===== src/rtl/oversample_cdr.sv =====
// Oversampling clock/data recovery for one lane: histograms data edges per sample
// phase, steers the sampling phase one step per word, and emits NB-1..NB+1 bits.
module oversample_cdr #(
   parameter int W        = 32,
   parameter int OSR      = 4,
   parameter int LOCK_CNT = 16,
   parameter int IDLE_MAX = 64,
   localparam int NB      = W / OSR,
   localparam int CW      = $clog2(NB + 2),
   localparam int PW      = $clog2(OSR)
) (
   input  logic          pclk,
   input  logic          reset_n,
   input  logic          in_valid,
   input  logic [W-1:0]  in_data,
   output logic          out_valid,
   output logic [NB:0]   out_data,
   output logic [CW-1:0] out_cnt,
   output logic [PW-1:0] phase,
   output logic          locked,
   output logic          slip_p,
   output logic          slip_n
);

   localparam int HW = $clog2(NB + 1);
   localparam int LW = $clog2(LOCK_CNT + 1);
   localparam int IW = $clog2(IDLE_MAX + 1);

   typedef enum logic {ST_ACQUIRE, ST_LOCKED} state_t;

   logic          r_s1_valid;
   logic [W-1:0]  r_word;
   logic [HW-1:0] r_hist [OSR];
   logic          r_any;
   logic          r_prev_last;
   logic          r_prev_w1;
   logic [PW-1:0] r_sel;
   state_t        r_state;
   logic [LW-1:0] r_lock_cnt;
   logic [IW-1:0] r_idle_cnt;
   logic          r_out_valid;
   logic [NB:0]   r_out_data;
   logic [CW-1:0] r_out_cnt;
   logic          r_slip_p;
   logic          r_slip_n;

   // Stage 1: edges are transitions between consecutive samples, word boundary included.
   logic [W:0]    w_ext;
   logic [W-1:0]  w_edges;
   logic [HW-1:0] w_hist [OSR];

   assign w_ext   = {in_data, r_prev_last};
   assign w_edges = w_ext[W:1] ^ w_ext[W-1:0];

   always_comb begin
      for (int p = 0; p < OSR; p++) w_hist[p] = '0;
      for (int i = 0; i < W; i++) w_hist[i % OSR] = w_hist[i % OSR] + HW'(w_edges[i]);
   end

   // Stage 2: the ideal sample sits half a bit away from the dominant edge phase.
   logic [PW-1:0] w_edge_ph, w_target, w_dist, w_sel_nxt;
   logic          w_step_up, w_step_dn, w_slip_p, w_slip_n, w_on_phase, w_half;
   logic [NB-1:0] w_bits;
   logic [NB:0]   w_data;
   logic [CW-1:0] w_cnt;
   logic [IW-1:0] w_idle_nxt;
   logic [LW-1:0] w_lock_inc;

   always_comb begin
      w_edge_ph = '0;
      for (int p = 1; p < OSR; p++)
         if (r_hist[p] > r_hist[w_edge_ph]) w_edge_ph = PW'(p);
   end

   assign w_target   = w_edge_ph + PW'(OSR / 2);
   assign w_dist     = w_target - r_sel;
   assign w_step_up  = r_any && (w_dist != '0) && (w_dist <= PW'(OSR / 2));
   assign w_step_dn  = r_any && (w_dist > PW'(OSR / 2));
   assign w_sel_nxt  = w_step_up ? r_sel + PW'(1) : (w_step_dn ? r_sel - PW'(1) : r_sel);
   assign w_slip_p   = w_step_up && (r_sel == PW'(OSR - 1));
   assign w_slip_n   = w_step_dn && (r_sel == '0);
   assign w_on_phase = r_any && (w_target == r_sel);
   assign w_half     = r_any && (w_dist == PW'(OSR / 2));
   assign w_idle_nxt = r_any ? '0 :
                       (r_idle_cnt == IW'(IDLE_MAX)) ? r_idle_cnt : r_idle_cnt + IW'(1);
   assign w_lock_inc = (r_lock_cnt == LW'(LOCK_CNT)) ? r_lock_cnt : r_lock_cnt + LW'(1);

   always_comb begin
      for (int k = 0; k < NB; k++) w_bits[k] = r_word[k * OSR + int'(w_sel_nxt)];
   end

   // A forward wrap loses the earliest sample; a backward wrap recovers the previous word's last one.
   always_comb begin
      if (w_slip_p) begin
         w_data = {2'b00, w_bits[NB-1:1]};
         w_cnt  = CW'(NB - 1);
      end else if (w_slip_n) begin
         w_data = {w_bits, r_prev_w1};
         w_cnt  = CW'(NB + 1);
      end else begin
         w_data = {1'b0, w_bits};
         w_cnt  = CW'(NB);
      end
   end

   always_ff @(posedge pclk) begin
      if (!reset_n) begin
         r_s1_valid  <= 1'b0;
         r_word      <= '0;
         // NOTE: the histogram is a handful of flops, not RAM, so resetting it is cheap and keeps X out.
         r_hist      <= '{default: '0};
         r_any       <= 1'b0;
         r_prev_last <= 1'b0;
         r_prev_w1   <= 1'b0;
         r_sel       <= PW'(OSR / 2);
         r_state     <= ST_ACQUIRE;
         r_lock_cnt  <= '0;
         r_idle_cnt  <= '0;
         r_out_valid <= 1'b0;
         r_out_data  <= '0;
         r_out_cnt   <= '0;
         r_slip_p    <= 1'b0;
         r_slip_n    <= 1'b0;
      end else begin
         r_s1_valid <= in_valid;
         if (in_valid) begin
            r_word      <= in_data;
            r_hist      <= w_hist;
            r_any       <= |w_edges;
            r_prev_w1   <= r_prev_last;
            r_prev_last <= in_data[W-1];
         end
         // NOTE: these defaults are overridden below in the same block; with <= the last write wins.
         r_out_valid <= 1'b0;
         r_out_data  <= '0;
         r_out_cnt   <= '0;
         r_slip_p    <= 1'b0;
         r_slip_n    <= 1'b0;
         if (r_s1_valid) begin
            r_sel      <= w_sel_nxt;
            r_slip_p   <= w_slip_p;
            r_slip_n   <= w_slip_n;
            r_idle_cnt <= w_idle_nxt;
            case (r_state)
               ST_ACQUIRE: begin
                  r_lock_cnt <= w_on_phase ? w_lock_inc : '0;
                  if (w_on_phase && (w_lock_inc == LW'(LOCK_CNT))) begin
                     r_state     <= ST_LOCKED;
                     r_out_valid <= 1'b1;
                     r_out_data  <= w_data;
                     r_out_cnt   <= w_cnt;
                  end
               end
               ST_LOCKED: begin
                  if ((w_idle_nxt == IW'(IDLE_MAX)) || w_half) begin
                     r_state    <= ST_ACQUIRE;
                     r_lock_cnt <= '0;
                  end else begin
                     r_out_valid <= 1'b1;
                     r_out_data  <= w_data;
                     r_out_cnt   <= w_cnt;
                  end
               end
               default: r_state <= ST_ACQUIRE;
            endcase
         end
      end
   end

   assign out_valid = r_out_valid;
   assign out_data  = r_out_data;
   assign out_cnt   = r_out_cnt;
   assign phase     = r_sel;
   assign locked    = (r_state == ST_LOCKED);
   assign slip_p    = r_slip_p;
   assign slip_n    = r_slip_n;

endmodule

===== config.mk =====
export PLATFORM = sky130hd
export DESIGN_NAME = oversample_cdr
export DESIGN_NICKNAME = d
export VERILOG_FILES = /design/src/rtl/oversample_cdr.sv
export SDC_FILE = /design/constraint.sdc
export NUM_CORES = 1
export LEC_CHECK = 0
export BUFFER_PORTS_ARGS = -buffer_cell sky130_fd_sc_hd__buf_4
export CAP_MARGIN = 20
export CORE_UTILIZATION = 40
export CTS_CLUSTER_DIAMETER = 150
export DETAILED_ROUTE_END_ITERATION = 10
export PLACE_DENSITY_LB_ADDON = 0.1
export SLEW_MARGIN = 20
export SYNTH_ARGS = -nofsm -noshare
export SYNTH_HDL_FRONTEND = slang
export SYNTH_SLANG_ARGS = --single-unit

===== constraint.sdc =====
create_clock -name pclk -period 11.85 [get_ports pclk]
set_input_delay 1.185 -clock pclk [delete_from_list [all_inputs] [get_ports pclk]]
set_output_delay 1.185 -clock pclk [all_outputs]
set_load 0.05 [all_outputs]

==> reports/qor.yml <==
clk_pin_slew_ns: 0.06
synth-edff-count: 0
fmax_mhz: 134.3
finalSetupViolCount: 0
wl_um: 17490
finalHoldViolCount: 0
finClkSkew_ns: 0.006630
critPathMaxFanout: 35
antenna_found_initial: 0
overflow: 0
synth_top_area_cell: "dfxtp_1"
status: "complete, no violations"
path_common_cell: "ha_1"
relSlewSlack_pct: 31.53
slowest_stage: "xnor2_1"
drt_first_pass_iters: 5
synthFlopType: "dfxtp_1"
htreeDepth: 3
r2r_cells: 28
cp_num_buf_inv: 2
syn_to_final_growth_pct: 13.13
syn-num-nets: 822
die_w_um: 127.6
cts_sinks: 81
async_reset_ff_share_pct: 0
rrSetupSlack_ns: 4.40
seq_area_frac_synth_pct: 25.70
synth-seq-cells: 81
syn_area_um2: 6309
syn_inst: 740
grt_usage_pct: 22.62
vias: 5468
cts-resized-gates: 0
grt_max_degree: 68
cts_tree: "built"
cp_data_arrival_time_ns: 7.68
wire_per_inst_um: 17.79
cpLargestDelayFamily: "compound AO/OA/AOI/OAI gates"
io_pins: 54
core_area_um2: 15310
avgSynthCellArea_um2: 8.525
cts-buffers-inserted: 9
grt_pass1_vias: 5325
crit_cells: 28
layout-drive-gt1-share_pct: 13.60
std_cell_rows: 45
detailed_place_hpwl_um: 13070
via_per_inst: 5.563
critical_path.max_stage_delay_ns: 0.88
synth_cell_types: 76
reg2reg_to: "out_data[2]$_SDFF_PN0_"
max-clock-path-buffers: 2
fillers: 1492
setup_tns_ns: 0
critPathLaunchType: "flip-flop"
holdPathEnd: "r_lock_cnt[4]$_SDFFE_PN0P_"
grt_pass1_wl_um: 28690
rsz0062_at_grt: "no"
route.detailed.drc: 0
tightest_slew_ns: 1.020
finalCritPeriodShare_pct: 62.83
fin_nets: 850
dieArea_um2: 16280
min_path_cells: 2
fp.dieH_um: 127.6
antennaDiodeCount: 0
path_class: "reg2reg"
r2r-start: "r_hist[13]$_SDFFE_PN0P_"
crit_required_ns: 12.09
initial_core_util_pct: 41.19
hold_buffers: 0
drt_iter0_markers: 426
port_buffers: 53
clk_latency_ns: 0.34
cts_root_buf: "clkbuf_16"
drv_cap: 0
yosys.area.top_type_share_pct: 25.70
hold_path_class: "reg2reg"
maxSlewViolCount: 0
yosys-top-cells-area: "dfxtp_1, mux2i_1, ha_1"
worst_setup_path_end_kind: "flip-flop"
cts_setup_buffers: 0
min_period_ns: 7.446
antenna_left: 0
hp-start: "r_lock_cnt[4]$_SDFFE_PN0P_"
place_congestion: 0.8886
ys_warn_count: 0
-- flip-flops by register name, indices dropped and copies added, names as in the netlist, 2 cells and up --
signal / count
r_idle_cnt: 7
r_lock_cnt: 5
r_hist: 16
r_word: 32
out_data: 9
phase: 2
out_cnt: 3
-- routing by layer --
layer	part of all wire [%]	vias to the layer above	GRT usage (%)	wire [um]
met2	45	179	35.23	7791
met4	1.1	0	5.744	199
met3	5.7	18	3.936	991
met1	49	2597	32.26	8502
li1	-	2674	-	-
met5	0	-	0	0
-- worst register-to-register path: cells and delay by family, from the launching register on --
kind | cells | cell delay (ns)
DFF | 1 | 0.35
AOI/OAI and AO/OA | 12 | 2.80
and+or+nand+nor | 6 | 0.85
buffers and inverters | 2 | 0.37
muxes | 2 | 0.72
xor gates and xnor gates | 2 | 1.18
adders and majority gates | 4 | 1.07
-- final cells by class --
class / instances / area, um^2 / share of cell area, %
multi-input cells: 568 / 4329 / 60.66
flip-flops and latches: 81 / 1622 / 22.72
repair buffers: 59 / 442.9 / 6.206
well taps: 211 / 264.0 / 3.699
clock buffers: 10 / 239.0 / 3.349
inverters: 49 / 183.9 / 2.577
clock inverters: 5 / 56.30 / 0.7889
-- layout by cell type, fill, tap and decap left out, types with 28 or more instances in the layout --
| cell type | n |
|---|---|
| nor2b_1 | 46 |
| mux2i_1 | 55 |
| inv_1 | 47 |
| nor2_1 | 38 |
| buf_4 | 59 |
| nand2_1 | 61 |
| ha_1 | 31 |
| a21oi_1 | 28 |
| xnor2_1 | 38 |
| dfxtp_1 | 81 |
-- how the worst max path moves through the flow --
stage,startpoint,endpoint,slack [ns]
finish,r_hist[13]$_SDFFE_PN0P_,out_data[2]$_SDFF_PN0_,4.40
global route,r_hist[13]$_SDFFE_PN0P_,out_data[2]$_SDFF_PN0_,3.86
CTS,r_hist[13]$_SDFFE_PN0P_,out_data[2]$_SDFF_PN0_,4.52
detailed placement,r_hist[13]$_SDFFE_PN0P_,out_data[2]$_SDFF_PN0_,4.56
global placement,r_hist[13]$_SDFFE_PN0P_,out_data[2]$_SDFF_PN0_,4.90
floorplan,r_hist[13]$_SDFFE_PN0P_,out_data[2]$_SDFF_PN0_,5.54
-- per-stage QoR --
| step | instance area [um^2] | utilization, % | setup WS (ns) | hold slack (ns) | std cells |
|---|---|---|---|---|---|
| 6_report | 7137 | 46.60 | 4.404 | 0.4817 | 983 |
| 4_1_cts | 7131 | 46.56 | 4.519 | 0.4835 | 983 |
| 3_5_place_dp | 6835 | 44.63 | 4.558 | 0.4752 | 968 |
| 2_1_floorplan | 6309 | - | 5.542 | 0.4597 | 740 |
| 5_1_grt | 7137 | 46.60 | 3.856 | 0.5151 | 983 |
| 3_3_place_gp | 6835 | 44.63 | 4.897 | 0.4721 | 968 |
-- cells by family after synthesis --
family,Yosys count,share of synthesized area (%)
simple gates,259,21.44
compound gates,147,17.20
buf+inv,91,5.871
flops,81,25.70
mux,69,12.06
fa+ha+maj,47,11.23
xor+xnor,46,6.505
-- cell usage after synthesis, types with 5 or more instances --
library cell / instances
or3_1: 7
nand3_1: 23
a21oi_1: 28
inv_1: 47
mux2i_1: 55
nor3_1: 16
dfxtp_1: 81
o211ai_1: 7
clkbuf_1: 29
mux2_2: 7
o211a_1: 7
nor2_1: 38
fa_1: 16
o221ai_1: 6
xnor2_1: 38
nor2b_1: 46
nand4_1: 9
nand2_1: 61
ha_1: 31
xor2_1: 7
and2_1: 14
a211oi_1: 8
nor4_1: 7
nand2b_1: 12
buf_1: 7
o21ai_0: 26
a21boi_0: 5
o22ai_1: 12
Power is left out: the tool's default activity adds up to more than one toggle a clock period on the data nets, which glitch-free logic cannot reach.
